==> config.mk <==
export PLATFORM = sky130hd
export DESIGN_NAME = des_core_arbiter
export DESIGN_NICKNAME = d
export VERILOG_FILES = /design/src/rtl/des_core_arbiter.sv
export SDC_FILE = /design/constraint.sdc
export NUM_CORES = 1
export LEC_CHECK = 0
export BUFFER_PORTS_ARGS = -buffer_cell sky130_fd_sc_hd__buf_2
export CAP_MARGIN = 5
export CORE_AREA = 2 2 309 311
export CTS_BUF_LIST = sky130_fd_sc_hd__clkbuf_8
export DETAILED_ROUTE_END_ITERATION = 10
export DIE_AREA = 0 0 311 313
export SLEW_MARGIN = 20
export SYNTH_ARGS = -nofsm -noshare
export SYNTH_HDL_FRONTEND = slang
export SYNTH_SLANG_ARGS = --single-unit
==> constraint.sdc <==
create_clock -name clk -period 1.87 [get_ports clk]
set_input_delay 0.374 -clock clk [delete_from_list [all_inputs] [get_ports clk]]
set_output_delay 0.374 -clock clk [all_outputs]
set_load 0.03 [all_outputs]
==> src/rtl/des_core_arbiter.sv <==
`default_nettype none
// ============================================================================
//  Module      : des_core_arbiter
//  Description : Round-robin arbiter sharing one DES core between NUM_REQ
//                requesters. Sequences the core start/ready/done handshake,
//                returns the result tagged with the requester ID and pulses
//                a core reset after a core error or a timeout.
//  Revision    : 1.0 - initial release
// ============================================================================
module des_core_arbiter #(
    parameter int NUM_REQ = 4,
    parameter int ID_W    = 2,
    parameter int TIMEOUT = 255
) (
    input  logic                    clk,
    input  logic                    rst,

    // host-side request ports
    input  logic [NUM_REQ-1:0]      req_valid,
    output logic [NUM_REQ-1:0]      req_ready,
    input  logic [64*NUM_REQ-1:0]   req_data,
    input  logic [64*NUM_REQ-1:0]   req_key,
    input  logic [NUM_REQ-1:0]      req_decrypt,

    // DES core side
    output logic                    core_rst,
    output logic                    core_start,
    output logic                    core_data_ready,
    output logic                    core_key_ready,
    output logic [63:0]             core_data_in,
    output logic [63:0]             core_key_in,
    output logic                    core_decrypt,
    input  logic                    core_done,
    input  logic                    core_error,
    input  logic [63:0]             core_data_out,

    // response port
    output logic                    rsp_valid,
    input  logic                    rsp_ready,
    output logic [ID_W-1:0]         rsp_id,
    output logic [63:0]             rsp_data,
    output logic [1:0]              rsp_status,

    output logic                    busy
);

    // ------------------------------------------------------------------------
    // Constants
    // ------------------------------------------------------------------------
    localparam logic [7:0]    c_timeout = 8'(TIMEOUT);
    localparam logic [1:0]    c_st_ok   = 2'b00;
    localparam logic [1:0]    c_st_err  = 2'b01;
    localparam logic [1:0]    c_st_tmo  = 2'b10;
    // one extra bit so pointer+offset can exceed NUM_REQ-1 before wrapping
    localparam logic [ID_W:0] c_num_req = (ID_W+1)'(NUM_REQ);
    localparam logic [ID_W-1:0] c_ptr_rst = ID_W'(NUM_REQ - 1);

    typedef enum logic [2:0] {
        ST_IDLE    = 3'd0,
        ST_LOAD    = 3'd1,
        ST_RUN     = 3'd2,
        ST_RELEASE = 3'd3,
        ST_RESPOND = 3'd4
    } state_t;

    // ------------------------------------------------------------------------
    // Registers
    // ------------------------------------------------------------------------
    state_t             r_state;
    logic [ID_W-1:0]    r_ptr;          // last granted requester
    logic [7:0]         r_timer;        // RUN cycle counter
    logic [63:0]        r_data;         // captured block
    logic [63:0]        r_key;          // captured key
    logic               r_decrypt;      // captured direction
    logic [ID_W-1:0]    r_id;           // captured requester ID
    logic [1:0]         r_status;       // job completion status
    logic [63:0]        r_result;       // captured core result (0 on failure)
    logic               r_core_start;
    logic               r_core_rdy;     // shared data/key qualifier
    logic               r_core_rst_pulse;
    logic               r_rsp_valid;
    logic               r_busy;

    // ------------------------------------------------------------------------
    // Arbitration wires
    // ------------------------------------------------------------------------
    logic               w_grant_valid;
    logic [ID_W-1:0]    w_grant_id;
    logic [ID_W:0]      w_idx;
    logic [63:0]        w_sel_data;
    logic [63:0]        w_sel_key;
    logic               w_sel_decrypt;

    // Round-robin search: first requesting index strictly after the pointer,
    // wrapping around, so the last winner has the lowest priority next time.
    always_comb begin
        w_grant_valid = 1'b0;
        w_grant_id    = '0;
        w_idx         = '0;
        for (int k = 1; k <= NUM_REQ; k++) begin
            w_idx = {1'b0, r_ptr} + (ID_W+1)'(k);
            if (w_idx >= c_num_req) begin
                w_idx = w_idx - c_num_req;
            end
            if (!w_grant_valid && req_valid[w_idx[ID_W-1:0]]) begin
                w_grant_valid = 1'b1;
                w_grant_id    = w_idx[ID_W-1:0];
            end
        end
    end

    // Select the winning requester's block, key and direction for capture.
    always_comb begin
        w_sel_data    = '0;
        w_sel_key     = '0;
        w_sel_decrypt = 1'b0;
        for (int i = 0; i < NUM_REQ; i++) begin
            if (w_grant_id == ID_W'(i)) begin
                w_sel_data    = req_data[64*i +: 64];
                w_sel_key     = req_key[64*i +: 64];
                w_sel_decrypt = req_decrypt[i];
            end
        end
    end

    // Accept is combinational in the IDLE cycle so the requester sees it on
    // the same edge that captures its operands.
    generate
        for (genvar gi = 0; gi < NUM_REQ; gi++) begin : g_ready
            assign req_ready[gi] = !rst && (r_state == ST_IDLE) && w_grant_valid
                                   && (w_grant_id == ID_W'(gi));
        end
    endgenerate

    // Main job sequencer: grant, load, run with timeout, release, respond.
    always_ff @(posedge clk) begin
        if (rst) begin
            r_state          <= ST_IDLE;
            r_ptr            <= c_ptr_rst;
            r_timer          <= '0;
            r_data           <= '0;
            r_key            <= '0;
            r_decrypt        <= 1'b0;
            r_id             <= '0;
            r_status         <= c_st_ok;
            r_result         <= '0;
            r_core_start     <= 1'b0;
            r_core_rdy       <= 1'b0;
            r_core_rst_pulse <= 1'b0;
            r_rsp_valid      <= 1'b0;
            r_busy           <= 1'b0;
        end else begin
            case (r_state)
                ST_IDLE: begin
                    if (w_grant_valid) begin
                        r_data     <= w_sel_data;
                        r_key      <= w_sel_key;
                        r_decrypt  <= w_sel_decrypt;
                        r_id       <= w_grant_id;
                        r_ptr      <= w_grant_id;
                        r_core_rdy <= 1'b1;
                        r_busy     <= 1'b1;
                        r_state    <= ST_LOAD;
                    end
                end

                ST_LOAD: begin
                    r_timer      <= '0;
                    r_core_start <= 1'b1;
                    r_state      <= ST_RUN;
                end

                ST_RUN: begin
                    r_timer <= r_timer + 8'd1;
                    // error wins over done; done wins over timeout
                    if (core_error) begin
                        r_status         <= c_st_err;
                        r_result         <= '0;
                        r_core_start     <= 1'b0;
                        r_core_rdy       <= 1'b0;
                        r_core_rst_pulse <= 1'b1;
                        r_state          <= ST_RELEASE;
                    end else if (core_done) begin
                        r_status     <= c_st_ok;
                        r_result     <= core_data_out;
                        r_core_start <= 1'b0;
                        r_core_rdy   <= 1'b0;
                        r_state      <= ST_RELEASE;
                    end else if (r_timer == c_timeout) begin
                        r_status         <= c_st_tmo;
                        r_result         <= '0;
                        r_core_start     <= 1'b0;
                        r_core_rdy       <= 1'b0;
                        r_core_rst_pulse <= 1'b1;
                        r_state          <= ST_RELEASE;
                    end
                end

                ST_RELEASE: begin
                    // a failed job already reset the core this cycle; a good
                    // job waits for the core to drop done after start falls
                    if (r_status != c_st_ok) begin
                        r_core_rst_pulse <= 1'b0;
                        r_rsp_valid      <= 1'b1;
                        r_state          <= ST_RESPOND;
                    end else if (!core_done) begin
                        r_rsp_valid <= 1'b1;
                        r_state     <= ST_RESPOND;
                    end
                end

                ST_RESPOND: begin
                    if (rsp_ready) begin
                        r_rsp_valid <= 1'b0;
                        r_busy      <= 1'b0;
                        r_state     <= ST_IDLE;
                    end
                end

                default: begin
                    r_state <= ST_IDLE;
                end
            endcase
        end
    end

    // ------------------------------------------------------------------------
    // Outputs
    // ------------------------------------------------------------------------
    assign core_rst        = rst | r_core_rst_pulse;
    assign core_start      = r_core_start;
    assign core_data_ready = r_core_rdy;
    assign core_key_ready  = r_core_rdy;
    assign core_data_in    = r_data;
    assign core_key_in     = r_key;
    assign core_decrypt    = r_decrypt;

    assign rsp_valid       = r_rsp_valid;
    assign rsp_id          = r_id;
    assign rsp_data        = r_result;
    assign rsp_status      = r_status;
    assign busy            = r_busy;

endmodule
`default_nettype wire

* Word level (Yosys, flattened, before mapping) *
Cells that the tools add are included.

operators by class
  add/subtract/negate cells = 9
  order comparisons = 8
  equality and inequality tests = 15
  multiplexer cells = 63
  bitwise gates (word level) = 1
  reduce and logical (&&, ||, !) cells = 30

operators with widths
  cell                                                      count
  two-way mux 64 bit                                        11
  two-way mux 1 bit                                         23
  two-way mux 2 bit                                         11
  two-way mux 3 bit                                         7
  one-hot mux 8 bit (2 select lines)                        1
  one-hot mux 3 bit (5 select lines)                        1
  greater-or-equal comparator 3 bit, second input constant  4
  < comparator 2 x 3 -> 1 bit, second input constant        4
  nonzero test 2 bit                                        6
  one-hot mux 1 bit (2 select lines)                        5
  logical AND 1 bit                                         9
  != test 3 bit, second input constant                      3
  AND reduction 3 bit                                       3
  adder 8 x 1 -> 8 bit, second input constant               1
  binary-select mux 1 bit (select 2 bit)                    4
  == test 8 bit, second input constant                      1
  AND reduction 4 bit                                       2
  subtractor 2 x 1 -> 2 bit, second input constant          4
  adder 2 x 2 -> 3 bit, second input constant               2
  == test 3 x 2 -> 1 bit, second input constant             2
  != test 2 bit, second input constant                      3
  AND reduction 2 bit                                       3
  == test 2 bit, second input constant                      2
  logical NOT 1 bit                                         4
  10 further kinds                                          10

word-level totals
  flip-flop bits (word level) = 215
  input port bits = 589
  output and inout bits = 207
  word-level logic and storage cells = 140

* Longest topological paths before layout *
  depth in word-level cells = 20
  depth in mapped cells = 8
  mapped depth without buffers = 5

* Least setup slack after synthesis *
No wires, ideal clock.

  kind = reg-to-output
  start = register r_state[0]
  end = output port req_ready[0]
  arrival time = 1760 ps
  required time = 1496 ps
  setup slack = -264 ps
  stages on the path, launching flop included = 8
  path buffers = 3
  path through = dfxtp_1 > buf_2 > nor3_4 > o211ai_1 > or3_1 > buf_2 > clkbuf_1 > nor2_1

between the ends
  longest elaborated chain between the ends = 4

RTL lines
  what                             line  text
  start: declaration               69    state_t r_state;
  start signal: assignment         138   r_state <= ST_IDLE;
  start signal: assignment         163   r_state <= ST_LOAD;
  start signal: assignment         170   r_state <= ST_RUN;
  logical NOT 3 bit                130   assign req_ready[gi] = !rst && (r_state == ST_IDLE) && w_grant_valid
  logical AND 1 bit (2 in series)  130
  logical AND 1 bit                131   && (w_grant_id == ID_W'(gi));
  end: declaration                 20    output logic [NUM_REQ-1:0] req_ready,

No other way between the ends.

* Final worst setup path *
  start = register r_ptr[0]
  end = output port req_ready[2]

between the ends
  longest elaborated chain between the ends = 17
  elaborated cells between the ends (all ways) = 41
  classes of those cells = 8 x add/sub; 4 x order compare; 1 x eq/ne; 20 x mux; 8 x reduce/logical

RTL lines
  what                                                                                   line      text
  start: declaration                                                                     70        logic [ID_W-1:0] r_ptr;
  start signal: assignment                                                               139       r_ptr <= c_ptr_rst;
  start signal: assignment                                                               160       r_ptr <= w_grant_id;
  adder 2 x 1 -> 3 bit                                                                   101       w_idx = {1'b0, r_ptr} + (ID_W+1)'(k);
  greater-or-equal comparator 3 bit / subtractor 2 x 1 -> 2 bit (equally long branches)  102, 103
  two-way mux 2 bit                                                                      102       if (w_idx >= c_num_req) begin
  binary-select mux 1 bit (select 2 bit)                                                 105       if (!w_grant_valid && req_valid[w_idx[ID_W-1:0]]) begin
  two-way mux 1 bit (not written as such)                                                105
  two-way mux 1 bit                                                                      105
  logical NOT 1 bit                                                                      105
  logical AND 1 bit                                                                      105
  two-way mux 1 bit                                                                      105
  logical NOT 1 bit                                                                      105
  logical AND 1 bit                                                                      105
  two-way mux 1 bit                                                                      105
  logical NOT 1 bit                                                                      105
  logical AND 1 bit                                                                      105
  two-way mux 2 bit / two-way mux 1 bit (equally long branches)                          105
  == test 2 bit / logical AND 1 bit (equally long branches)                              131, 130
  logical AND 1 bit (*)                                                                  131

Mark *: on every way between the ends. The rest lies on a longest branch, timed or not. The select of a mux whose other input is x is not followed.

==> results.toml <==
[run_status]
status = "finished with violations"
violations = "negative setup slack"

[global_routing]
met1_usage_pct = 21.3
met2_usage_pct = 31.2
gr-total-overflow = 0
grt_use_met3_pct = 4.34
grt_pass1_wl_mm = 125
grtUsageTotal_pct = 18.3
grt_antenna_before_repair = 57
first_global_vias = 16100
grt_max_degree = 56
busiest_layer = "met2"

[synthesis]
synth_compound_area_share_pct = 23.3
synth.largest_area_cell = "dfxtp_1"
synth_edf_count = 0
async_flop_share_pct = 0
synthAdderAreaFrac_pct = 0.112
yosys_warnings = 0
synth_cells = 1022
synth.distinct_cells = 50
synth_seq_cells = 215
synth_xor_xnor_area_share_pct = 0
synth-simple-area-share_pct = 7.70
synth_top_family_by_area = "compound AO/OA/AOI/OAI gates"
synth.avg_cell_area_um2 = 11.0
ys_seq_area_share_pct = 38.4
synthMuxAreaShare_pct = 23.2
synth_area_mm2 = 0.0112
synthFlopType = "dfxtp_1"
netlist_top_cells_area = "dfxtp_1, mux2i_1, o221ai_2"
yosys-top-cells-count = "mux2i_1, dfxtp_1, nand2_1"
synth.most_common_cell = "mux2i_1"
yosys.area.top_type_share_pct = 38.4
syn_nets = 1612

[timing]
fin_crit_ns = 2.42
fmax_mhz = 413
tightest_slew_ns = 0.451
clock_skew_ns = 0.0406
fin_crit_sh_pct = 129
slew_violations = 0
rsz0062_at_grt = "yes"
setup_violations = 132
hold_viol = 0
fin_ws_ns = -0.550
slew_headroom_pct = 69.7

[setup_path]
end_kind = "output pin"
worst_setup_path_start_kind = "flip-flop"
rr_startpoint = "r_ptr[0]$_SDFFE_PP1P_"
cp_data_arrival_time_ns = 2.05
critical_path_class = "flip-flop to output pin"
path_max_fanout = 4
cp.required_ns = 1.50
crit_start = "r_ptr[0]$_SDFFE_PP1P_"

[placement]
placedCellCount = 3120
portBuffers = 795
gp_congestion = 0.868
post_dp_cell_area_mm2 = 0.0173
place_hpwl_mm = 70.9

[cts]
cts_root_buffer = "clkbuf_8"
cts_max_path_buffers = 3
clkSinkCount = 215
cts_made_buffers = 44
cts.clk_slew.worst_paths_ns = 0.06
cts_tree = "yes"
insertion_delay_ns = 0.65
cts.htree.levels = 2

[floorplan]
ioPinCount = 796
die_x_um = 311
die_h_um = 313
dieArea_mm2 = 0.0973
initial_utilization_pct = 11.9
core_area_mm2 = 0.0942
rows = 113

[pwr]
powerDensity_mw_per_mm2 = 792
p_leak_nw = 11.1
ir_worst_vdd_v = 0.000545

[layout]
drive_gt1_share_pct = 53.3
area_delta_synth_final_pct = 132
finalNetCount = 3036
instances_no_fill = 3767
design_area_mm2 = 0.0259

[detailed_routing]
first_pass_iters = 5
vias_per_cell = 4.13
route.detailed.drc = 0
vias = 15600
route.final.wire_length_mm = 95.0
postRouteAntennaNets = 0
post_drt_wl_per_cell_um = 25.2
drt_iter0_markers = 1091

[worst_hold_path]
hp-start = "req_data[223]"
min_path_type = "input pin to flip-flop"

[job]
maxCapViolCount = 0
[cell families after synthesis]
logic type | after synthesis
fa+ha+maj | 1
mux | 259
buf+inv | 99
compound gates | 246
simple gates | 202
flops | 215
[layout make-up]
cell class,count,area [um^2]
Antenna cell,27,67.6
Clock buffer,52,716
Clock inverter,23,220
Fill cell,9682,68200
Inverter,3,11.3
Multi-Input combinational cell,708,7610
Sequential cell,215,4310
Tap cell,1265,1580
Timing Repair Buffer,1474,11400
[cell usage in the layout, fill, tap and decap left out, drive strengths merged, types with 5 or more instances in the layout]
cell type    instances
buf                977
diode               27
a21oi               20
clkbuf              53
o221ai             129
mux2i              258
clkinv               8
o21ai               11
a22o                64
dlygate4sd3        496
inv                 13
nand2b               8
dfxtp              215
nand3                5
nor2                17
nand2              151
[final timing paths]
kind,to,slack [ns],cells after the start
max,req_ready[2],-0.55,7
min,core_data_in[31]$_SDFFE_PP0P_,0.07,3
max reg2reg,core_key_in[60]$_SDFFE_PP0P_,-0.42,12
min reg2reg,core_key_in[16]$_SDFFE_PP0P_,0.46,2
[critical path, stage by stage, from the launching register on]
cell and delay, ns:
dfxtp_2 0.35, buf_6 0.10, nand2b_4 0.12, a21oi_4 0.06, buf_6 0.12, or3_4 0.41, nor2_4 0.10, buf_6 0.13
[where the power goes]
group          total (mW)  leakage (nW)  internal, mW  switching (mW)
clock network        5.53         0.519          3.08            2.45
registers            5.56          1.76          5.17           0.388
logic                9.44          8.86          4.61            4.83
total                20.5          11.1          12.9            7.66
[flip-flops by register name (all words and copies together) (netlist names)]
register          flops
r_ptr                 2
core_decrypt          1
core_start            1
busy                  1
core_key_in          64
r_timer               8
rsp_data             64
rsp_valid             1
rsp_status            2
r_core_rst_pulse      1
core_data_in         64
core_data_ready       1
r_state               3
rsp_id                2
[layer usage]
layer / wire (um) / share of wire (%)
met5: 83 / 0.087
met3: 6800 / 7.2
met1: 37000 / 39
met4: 5680 / 6.0
met2: 45500 / 48
[stage by stage]
| stage | total power, mW | TNS [ns] | hold slack (ns) | util, % | setup WS [ns] |
|---|---|---|---|---|---|
| 6_report | 20.5 | -33.17 | 0.0676 | 27.5 | -0.550 |
| 5_1_grt | 21.3 | -45.00 | -0.000955 | 27.5 | -0.659 |
| 4_1_cts | 20.0 | -49.33 | 0.0000617 | 26.5 | -0.646 |
| 3_5_place_dp | 11.8 | -41.69 | 0.444 | 18.3 | -0.485 |
| 3_3_place_gp | 11.8 | -38.32 | 0.440 | 18.3 | -0.465 |
| 2_1_floorplan | 9.32 | -0.113 | 0.440 | - | -0.0455 |
[what timing repair did]
action,CTS,global route
pin swaps,72,59
setup endpoints to repair,136,159
resized for setup,229,218
hold endpoints to repair,196,0
hold buffers,496,0
gates cloned,17,1
buffers inserted,40,20
(Power assumes the default switching activity.)
